[config.mk]
export PLATFORM = sky130hd
export DESIGN_NAME = ps2_letter_decoder_flat
export DESIGN_NICKNAME = d
export VERILOG_FILES = /design/src/rtl/ps2_letter_decoder_pkg.sv /design/src/rtl/ps2_letter_decoder_if.sv /design/src/rtl/ps2_letter_decoder_lut.sv /design/src/rtl/ps2_letter_decoder.sv /design/src/flat_wrapper.sv
export SDC_FILE = /design/constraint.sdc
export NUM_CORES = 1
export LEC_CHECK = 0
export BUFFER_PORTS_ARGS = -buffer_cell sky130_fd_sc_hd__buf_2
export CORE_MARGIN = 3
export CORE_UTILIZATION = 44
export CTS_BUF_LIST = sky130_fd_sc_hd__clkbuf_8
export DETAILED_ROUTE_END_ITERATION = 16
export PLACE_DENSITY = 0.65
export SLEW_MARGIN = 20
export SYNTH_ARGS = -nofsm -noshare
export SYNTH_HDL_FRONTEND = slang
export SYNTH_HIERARCHICAL = 1
export SYNTH_SLANG_ARGS = --single-unit
[constraint.sdc]
create_clock -name CLOCK_50 -period 5.4 [get_ports CLOCK_50]
set_clock_uncertainty 0.2 [all_clocks]
set_input_delay 0.27 -clock CLOCK_50 [delete_from_list [all_inputs] [get_ports CLOCK_50]]
set_output_delay 0.27 -clock CLOCK_50 [all_outputs]
set_load 0.01 [all_outputs]
[src/rtl/ps2_letter_decoder_pkg.sv]
// Shared constants, types and helpers for the PS/2 letter decoder.
// Scan-code values follow PS/2 set 2; letter index 0 = A ... 25 = Z.
package enigma_kbd_pkg;

    localparam int N_LETTERS = 26;

    localparam logic [7:0] SC_BREAK = 8'hF0;
    localparam logic [7:0] SC_EXT   = 8'hE0;
    localparam logic [7:0] SC_ERR0  = 8'h00;
    localparam logic [7:0] SC_ERR1  = 8'hFF;

    typedef enum logic [1:0] {
        ST_IDLE,
        ST_BRK,
        ST_EXT,
        ST_EXT_BRK
    } kbd_state_e;

    typedef logic [4:0]           letter_idx_t;
    typedef logic [N_LETTERS-1:0] letter_oh_t;

    localparam logic [7:0] LETTER_CODES [N_LETTERS] = '{
        8'h1C, 8'h32, 8'h21, 8'h23, 8'h24, 8'h2B, 8'h34, 8'h33, 8'h43,
        8'h3B, 8'h42, 8'h4B, 8'h3A, 8'h31, 8'h44, 8'h4D, 8'h15, 8'h2D,
        8'h1B, 8'h2C, 8'h3C, 8'h2A, 8'h1D, 8'h22, 8'h35, 8'h1A
    };

    function automatic letter_oh_t idx_to_onehot(input letter_idx_t idx);
        return letter_oh_t'(1) << idx;
    endfunction

endpackage

[src/rtl/ps2_letter_decoder_if.sv]
// Byte stream from the PS/2 receiver plus the decoded letter events.
// master = receiver/consumer side, slave = the decoder.
interface ps2_letter_decoder_if;
    import enigma_kbd_pkg::*;

    logic [7:0] scan_code;
    logic       scan_ready;
    logic       read;
    letter_oh_t letter;
    logic       letter_valid;
    logic       key_held;
    logic       err;

    modport master (
        output scan_code,
        output scan_ready,
        input  read,
        input  letter,
        input  letter_valid,
        input  key_held,
        input  err
    );

    modport slave (
        input  scan_code,
        input  scan_ready,
        output read,
        output letter,
        output letter_valid,
        output key_held,
        output err
    );

endinterface

[src/rtl/ps2_letter_decoder_lut.sv]
// Combinational set-2 scan code to letter index lookup.
// Codes are unique, so at most one match bit is ever set.
module scan_letter_lut
    import enigma_kbd_pkg::*;
(
    input  logic [7:0]  scan_code_i,
    output logic        hit_o,
    output letter_idx_t idx_o
);

    logic [N_LETTERS-1:0] match;

    generate
        for (genvar gi = 0; gi < N_LETTERS; gi++) begin : g_match
            assign match[gi] = (scan_code_i == LETTER_CODES[gi]);
        end
    endgenerate

    always_comb begin
        idx_o = '0;
        for (int i = 0; i < N_LETTERS; i++) begin
            if (match[i]) begin
                idx_o = letter_idx_t'(i);
            end
        end
    end

    assign hit_o = |match;

endmodule

[src/rtl/ps2_letter_decoder.sv]
// PS/2 set-2 byte stream to one-hot letter events with break/extended prefix handling.
// Optional macro KBD_TYPEMATIC_EN: re-emit letter_valid on autorepeat of the held key.
module ps2_letter_decoder
    import enigma_kbd_pkg::*;
(
    input  logic                  CLOCK_50,
    input  logic                  reset,
    ps2_letter_decoder_if.slave   bus
);

    kbd_state_e  state_q, state_d;
    logic        ready_q;
    letter_oh_t  letter_q, letter_d;
    logic        letter_valid_q, letter_valid_d;
    logic        read_q, read_d;
    logic        err_q, err_d;
    logic        held_q, held_d;
    letter_idx_t held_idx_q, held_idx_d;

    logic        lut_hit;
    letter_idx_t lut_idx;
    logic        byte_edge;
    logic        is_err_code;
    logic        same_as_held;

    scan_letter_lut u_lut (
        .scan_code_i (bus.scan_code),
        .hit_o       (lut_hit),
        .idx_o       (lut_idx)
    );

    // Only the rising edge of the level counts; the receiver holds it high until acknowledged.
    assign byte_edge    = bus.scan_ready & ~ready_q;
    assign is_err_code  = (bus.scan_code == SC_ERR0) || (bus.scan_code == SC_ERR1);
    assign same_as_held = held_q && (lut_idx == held_idx_q);

    always_comb begin
        state_d        = state_q;
        letter_d       = letter_q;
        letter_valid_d = 1'b0;
        read_d         = 1'b0;
        err_d          = 1'b0;
        held_d         = held_q;
        held_idx_d     = held_idx_q;

        if (byte_edge) begin
            read_d = 1'b1;
            if (is_err_code) begin
                err_d      = 1'b1;
                held_d     = 1'b0;
                held_idx_d = '0;
                state_d    = ST_IDLE;
            end else begin
                unique case (state_q)
                    ST_IDLE: begin
                        if (bus.scan_code == SC_BREAK) begin
                            state_d = ST_BRK;
                        end else if (bus.scan_code == SC_EXT) begin
                            state_d = ST_EXT;
                        end else if (lut_hit) begin
                            if (!same_as_held) begin
                                letter_d       = idx_to_onehot(lut_idx);
                                letter_valid_d = 1'b1;
                                held_d         = 1'b1;
                                held_idx_d     = lut_idx;
                            end else begin
`ifdef KBD_TYPEMATIC_EN
                                letter_valid_d = 1'b1;
`endif
                            end
                        end
                    end
                    ST_BRK: begin
                        state_d = ST_IDLE;
                        // A break for a key that was superseded by rollover is ignored.
                        if (lut_hit && same_as_held) begin
                            held_d = 1'b0;
                        end
                    end
                    ST_EXT: begin
                        state_d = (bus.scan_code == SC_BREAK) ? ST_EXT_BRK : ST_IDLE;
                    end
                    ST_EXT_BRK: begin
                        state_d = ST_IDLE;
                    end
                    default: begin
                        state_d = ST_IDLE;
                    end
                endcase
            end
        end
    end

    always_ff @(posedge CLOCK_50 or negedge reset) begin
        if (!reset) begin
            state_q        <= ST_IDLE;
            ready_q        <= 1'b0;
            letter_q       <= '0;
            letter_valid_q <= 1'b0;
            read_q         <= 1'b0;
            err_q          <= 1'b0;
            held_q         <= 1'b0;
            held_idx_q     <= '0;
        end else begin
            state_q        <= state_d;
            ready_q        <= bus.scan_ready;
            letter_q       <= letter_d;
            letter_valid_q <= letter_valid_d;
            read_q         <= read_d;
            err_q          <= err_d;
            held_q         <= held_d;
            held_idx_q     <= held_idx_d;
        end
    end

    assign bus.read         = read_q;
    assign bus.letter       = letter_q;
    assign bus.letter_valid = letter_valid_q;
    assign bus.key_held     = held_q;
    assign bus.err          = err_q;

endmodule

[src/flat_wrapper.sv]
// flat-port wrapper written by rule: the top's interface ports become plain ports
module ps2_letter_decoder_flat import enigma_kbd_pkg::*;
  (CLOCK_50, reset, bus_scan_code, bus_scan_ready, bus_read, bus_letter, bus_letter_valid, bus_key_held, bus_err);
  ps2_letter_decoder_if bus_i ();
  input  logic CLOCK_50;
  input  logic reset;
  input wire logic [$bits(bus_i.scan_code)-1:0] bus_scan_code;
  input wire logic [$bits(bus_i.scan_ready)-1:0] bus_scan_ready;
  output wire logic [$bits(bus_i.read)-1:0] bus_read;
  output wire logic [$bits(bus_i.letter)-1:0] bus_letter;
  output wire logic [$bits(bus_i.letter_valid)-1:0] bus_letter_valid;
  output wire logic [$bits(bus_i.key_held)-1:0] bus_key_held;
  output wire logic [$bits(bus_i.err)-1:0] bus_err;
  assign bus_i.scan_code = bus_scan_code;
  assign bus_i.scan_ready = bus_scan_ready;
  assign bus_read = bus_i.read;
  assign bus_letter = bus_i.letter;
  assign bus_letter_valid = bus_i.letter_valid;
  assign bus_key_held = bus_i.key_held;
  assign bus_err = bus_i.err;
  ps2_letter_decoder u_core (.CLOCK_50(CLOCK_50), .reset(reset), .bus(bus_i));
endmodule
# Yosys cells after proc, flatten, opt, wreduce, memory -nomap -nowiden
# Cells that the tools add are included.
# W data, S select, Z words.
# classes
n_eq_ne	42
shifts	1
muxes	53
bitwise_logic	6
reduce_logical	14
# op_table
operator	n
$mux W5	30
$eq A8 B6 Y1 const B	16
$eq A8 B5 Y1 const B	5
$eq A8 B7 Y1 const B	5
$reduce_or A26 Y1	1
$shl A1 B5 Y26 const A	1
$eq A8 B8 Y1 const B	3
$mux W1	17
$reduce_and A7 Y1	2
$ne A3 B2 Y1 const B	3
$logic_not A8 Y1	1
$mux W2	4
$ne A2 B1 Y1 const B	3
$ne A3 B1 Y1 const B	2
$pmux W2 S3	1
$reduce_and A6 Y1	1
$eq A5 B5 Y1	1
$not A1 Y1	5
$eq A2 B2 Y1 const B	2
$ne A4 B1 Y1 const B	1
$reduce_bool A2 Y1	2
$reduce_bool A3 Y1	1
$eq A2 B1 Y1 const B	1
$logic_and A1 B1 Y1	2
6 further kinds	6
# totals
regBits	38
input_bits	11

# Logic depth before layout (Yosys ltp)
# logic_depth
depth_word	35
ltp_mapped	14

# Cells and area by module
# Netlist, hierarchy kept.
# modules_own_cells
module	n_inst	cells_each	area_per_inst_um2	seq_area_each_um2
ps2_letter_decoder	1	159	1829.3	950.9
scan_letter_lut	1	88	533.0	0.0

# Worst setup path before layout
# Ideal clock, no wire load.
# synth_path
kind	in2reg
start	in bus_scan_code[2]
end	reg u_core.held_q, in the netlist u_core/bus.key_held
setup_ns	0.139
arrival_time_ns	2.685
required_time_ns	5.061
path_slack_ns	2.376
stages	11
n_path_buf	2
cell_sequence	buf_2 > nor2b_1 > clkbuf_2 > o21ai_0 > nor3_1 > or3_1 > xor2_1 > nor4_1 > and2_1 > nor4_4 > or4_1
# synth_between
word_cells_on_any_way	68
# synth_lines
item	line_no	rtl
start: declaration	flat_wrapper.sv:7	input wire logic [$bits(bus_i.scan_code)-1:0] bus_scan_code;
$eq A8 B6 Y1	ps2_letter_decoder_lut.sv:15	assign match[gi] = (scan_code_i == LETTER_CODES[gi]);
$mux W5 (22 in a row)	ps2_letter_decoder_lut.sv:22	if (match[i]) begin
$mux W5 *	ps2_letter_decoder_lut.sv:22	
named net u_core.lut_idx[3]	ps2_letter_decoder.sv:21	letter_idx_t lut_idx;
$eq A5 B5 Y1 *	ps2_letter_decoder.sv:35	assign same_as_held = held_q && (lut_idx == held_idx_q);
$logic_and A1 B1 Y1 *	ps2_letter_decoder.sv:35	
$logic_and A1 B1 Y1	ps2_letter_decoder.sv:76	if (lut_hit && same_as_held) begin
$ne A3 B1 Y1 (no line)	-	
$reduce_and A7 Y1 (no line) *	-	
end signal: assignment	ps2_letter_decoder.sv:111	held_q <= held_d;
end: declaration	ps2_letter_decoder.sv:17	logic held_q, held_d;
# Mark *: on every way through the listed nets, which the timed path passes. The rest lies on a longest branch.
# A chain may end at the register's enable or synchronous reset.

# Worst setup path after layout
# layout_path
start	in bus_scan_code[4]
end	reg u_core.letter_q[13], in the netlist u_core/bus.letter[13]
# layout_between
word_cells_on_any_way	65
# layout_lines
item	line_no	rtl
$eq A8 B6 Y1	ps2_letter_decoder_lut.sv:15	
$mux W5 (22 in a row)	ps2_letter_decoder_lut.sv:22	
$mux W5 *	ps2_letter_decoder_lut.sv:22	
named net u_core.lut_idx[2]	ps2_letter_decoder.sv:21	
$eq A5 B5 Y1	ps2_letter_decoder.sv:35	
$logic_and A1 B1 Y1	ps2_letter_decoder.sv:35	
$not A1 Y1 (no line)	-	
$reduce_and A7 Y1 (no line)	-	
end signal: assignment	ps2_letter_decoder.sv:107	letter_q <= letter_d;
end: declaration	ps2_letter_decoder.sv:13	letter_oh_t letter_q, letter_d;
# Marks and branches as above.

==> results.yml <==
clock_tree:
  cts_tree: "built"
  insertion_delay_ps: 280
  clk_pin_slew_ps: 70
  root_buffer: "clkbuf_8"
  postCtsSetupBuffers: 0
  clock_sinks: 38
  numCtsBuffers: 5
  clk_path_buf_depth: 2
  cts_max_level: 2
synthesis:
  ys_types: 56
  synth_edf_count: 0
  yosysTopAreaCell: "dfrtp_1"
  synth_top_cells_by_area: "dfrtp_1, mux2_2, nor2_1"
  yosysMostFrequentCell: "dfrtp_1"
  synth.area.mux_share: 0.128
  syn_inst: 247
  synthSimpleGateAreaFrac: 0.257
  synth-compound-area-share: 0.140
  syn-cell-area_mm2: 0.00236
  synth_commonest_cells: "dfrtp_1, nor2_1, mux2_2"
  synth_top_family_by_area: "simple AND/OR/NAND/NOR gates"
  syn_nets: 258
  synth-main-ff-cell: "dfrtp_1"
  syn_avg_cell_area_um2: 9.56
  synthAdderAreaFrac: 0
  yosys.area_share.xor_xnor: 0.0260
  ys_ff_latch: 38
  ys_warn_count: 6
  yosysSeqAreaShare: 0.403
  synth.top_cell.area_share: 0.403
  async_reset_ff_frac: 1.00
placed_design:
  numPortBuffers: 40
  post-dp-hpwl_um: 3460
  dp_slack_ps: 1250
  place_congestion: 0.868
timing:
  period_share: 0.716
  setup_viol: 0
  slew_headroom: 0.454
  fin_ws_ps: 1530
  worst_slew_pin_slew_ps: 819
  hold_viol_final: 0
  finalMaxSlewViolations: 0
  post-route-min-period_ps: 3870
  tns_ps: 0
  fmax_mhz: 259
  rsz0062_at_grt: "false"
pwr:
  vdd_drop_max_mv: 0.141
  powerDensity_mw_per_mm2: 219
  power.leakage_nw: 1.26
  power_mw: 0.590
routing:
  drt-wirelength-per-cell_um: 13.8
  vias_per_cell: 5.50
  drt_iter0_markers: 171
  drc: 0
  via_count: 1942
  routed_wl_um: 4880
  ant_nets: 0
  firstDrtPassIters: 4
cells_and_area:
  nFillCells: 504
  n_antenna_cell: 0
  syn_to_final_growth_pct: 13.9
  drive_above_1_share: 0.314
  final_util: 0.523
  nNetsFinal: 293
die:
  die_y_um: 79.3
  die_area_mm2: 0.00628
  dieWidth_um: 79.3
  core-area_mm2: 0.00514
  num_rows: 26
  pin_count: 41
  start_util: 0.460
global_routing:
  grt_usage: 0.163
  gr-total-overflow: 0
  grt_pass1_wl_um: 8470
  grt_pass1_vias: 1865
  grt_max_degree: 39
  antenna_found_initial: 0
setup_path:
  critPathKind: "in2reg"
  r2r_cells: 6
  arrival_ps: 3830
  start_kind: "input port"
  cp.required_ps: 5370
  endpoint_kind: "flop"
  critPathMaxFanout: 23
min_path:
  holdPathStages: 3
  holdCritPathClass: "in2reg"
outcome:
  status: "complete, no violations"
job:
  maxCapViolations: 0
cells in the final DEF (no fill, tap or decap), types with 3 or more instances in the layout:
cell type,synthesis,final
buf_2,4,40
dfrtp_1,38,38
nor2_1,31,31
mux2_2,24,24
nand2_1,19,19
nand2b_1,14,14
nor3_1,12,12
a21oi_1,11,11
clkbuf_8,0,6
xor2_1,6,6
a22o_1,6,6
o21ai_0,5,5
o22ai_1,5,5
inv_1,3,3
nand3_1,3,3
nor4_1,3,3
or3b_2,3,3
or3_1,3,3
buf_4,1,3
nor2b_1,3,3
cells by family (layout without fill, tap and decap cells):
group	Yosys count	after routing
buf+inv	20	56
compound gates	44	44
flops	38	38
simple gates	111	111
mux	27	27
xor+xnor	7	7
metrics by stage:
stage / hold slack [ps] / cell area (um2) / cells
floorplan: -226 / 2360 / 247
global route: 303 / 2690 / 353
CTS: 249 / 2690 / 353
finish: 254 / 2690 / 353
detailed placement: 196 / 2570 / 343
global placement: 194 / 2570 / 343
state kept, by name, summed over array words and instances, names as in the netlist:
name and cells:
u_core/ready_q 1, u_core/bus.letter 26, u_core/bus.read 1, u_core/bus.key_held 1, u_core/state_q 2, u_core/bus.err 1
u_core/bus.letter_valid 1, u_core/held_idx_q 5
per-layer routing:
layer	GRT usage	wire length [um]
met1	0.231	2400
met2	0.263	2210
met3	0.0295	227
met4	0.0309	38
met5	0	0
worst max-delay path: stages:
cell and delay, ps:
buf_2 310, nor4b_1 520, nand2_1 210, o32ai_2 180, a31oi_1 120, o211ai_1 410, xor2_1 200, nor4_1 90
and2_1 200, nor4_4 540, buf_4 400, mux2_2 370
report_power, final:
part	leakage, nW	switching, mW	internal [mW]	total (mW)
clock network	0.0472	0.0983	0.103	0.201
registers	0.520	0.00541	0.293	0.299
logic	0.696	0.0558	0.0350	0.0907
total	1.26	0.159	0.431	0.590
final timing paths:
kind	endpoint	startpoint	slack (ps)
max	u_core/bus.letter[13]	bus_scan_code[4]	1530
min	u_core/state_q[0]	bus_scan_code[4]	250
max reg2reg	u_core/bus.letter[13]	u_core/held_idx_q[3]	2910
min reg2reg	u_core/bus.letter[17]	u_core/bus.letter[17]	280
max in group asynchronous	u_core/bus.letter[5]	reset	4050
min in group asynchronous	u_core/bus.letter[25]	reset	410
layout make-up:
class                           instances  area, um2  share of cell area
Sequential cell                        38        951               0.353
Tap cell                               70       87.6              0.0326
Multi-Input combinational cell        189       1300               0.484
Clock buffer                            6       82.6              0.0307
Clock inverter                          2       12.5             0.00465
Inverter                                3       11.3             0.00419
Timing Repair Buffer                   45        243              0.0902
what timing repair did:
action | 4_1_cts | 5_1_grt
hold endpoints to repair | 39 | 0
gates resized for setup | 0 | 0
hold buffers | 2 | 0
setup endpoints to repair | 0 | 0
Note: power is estimated with default switching activity, not from simulation.
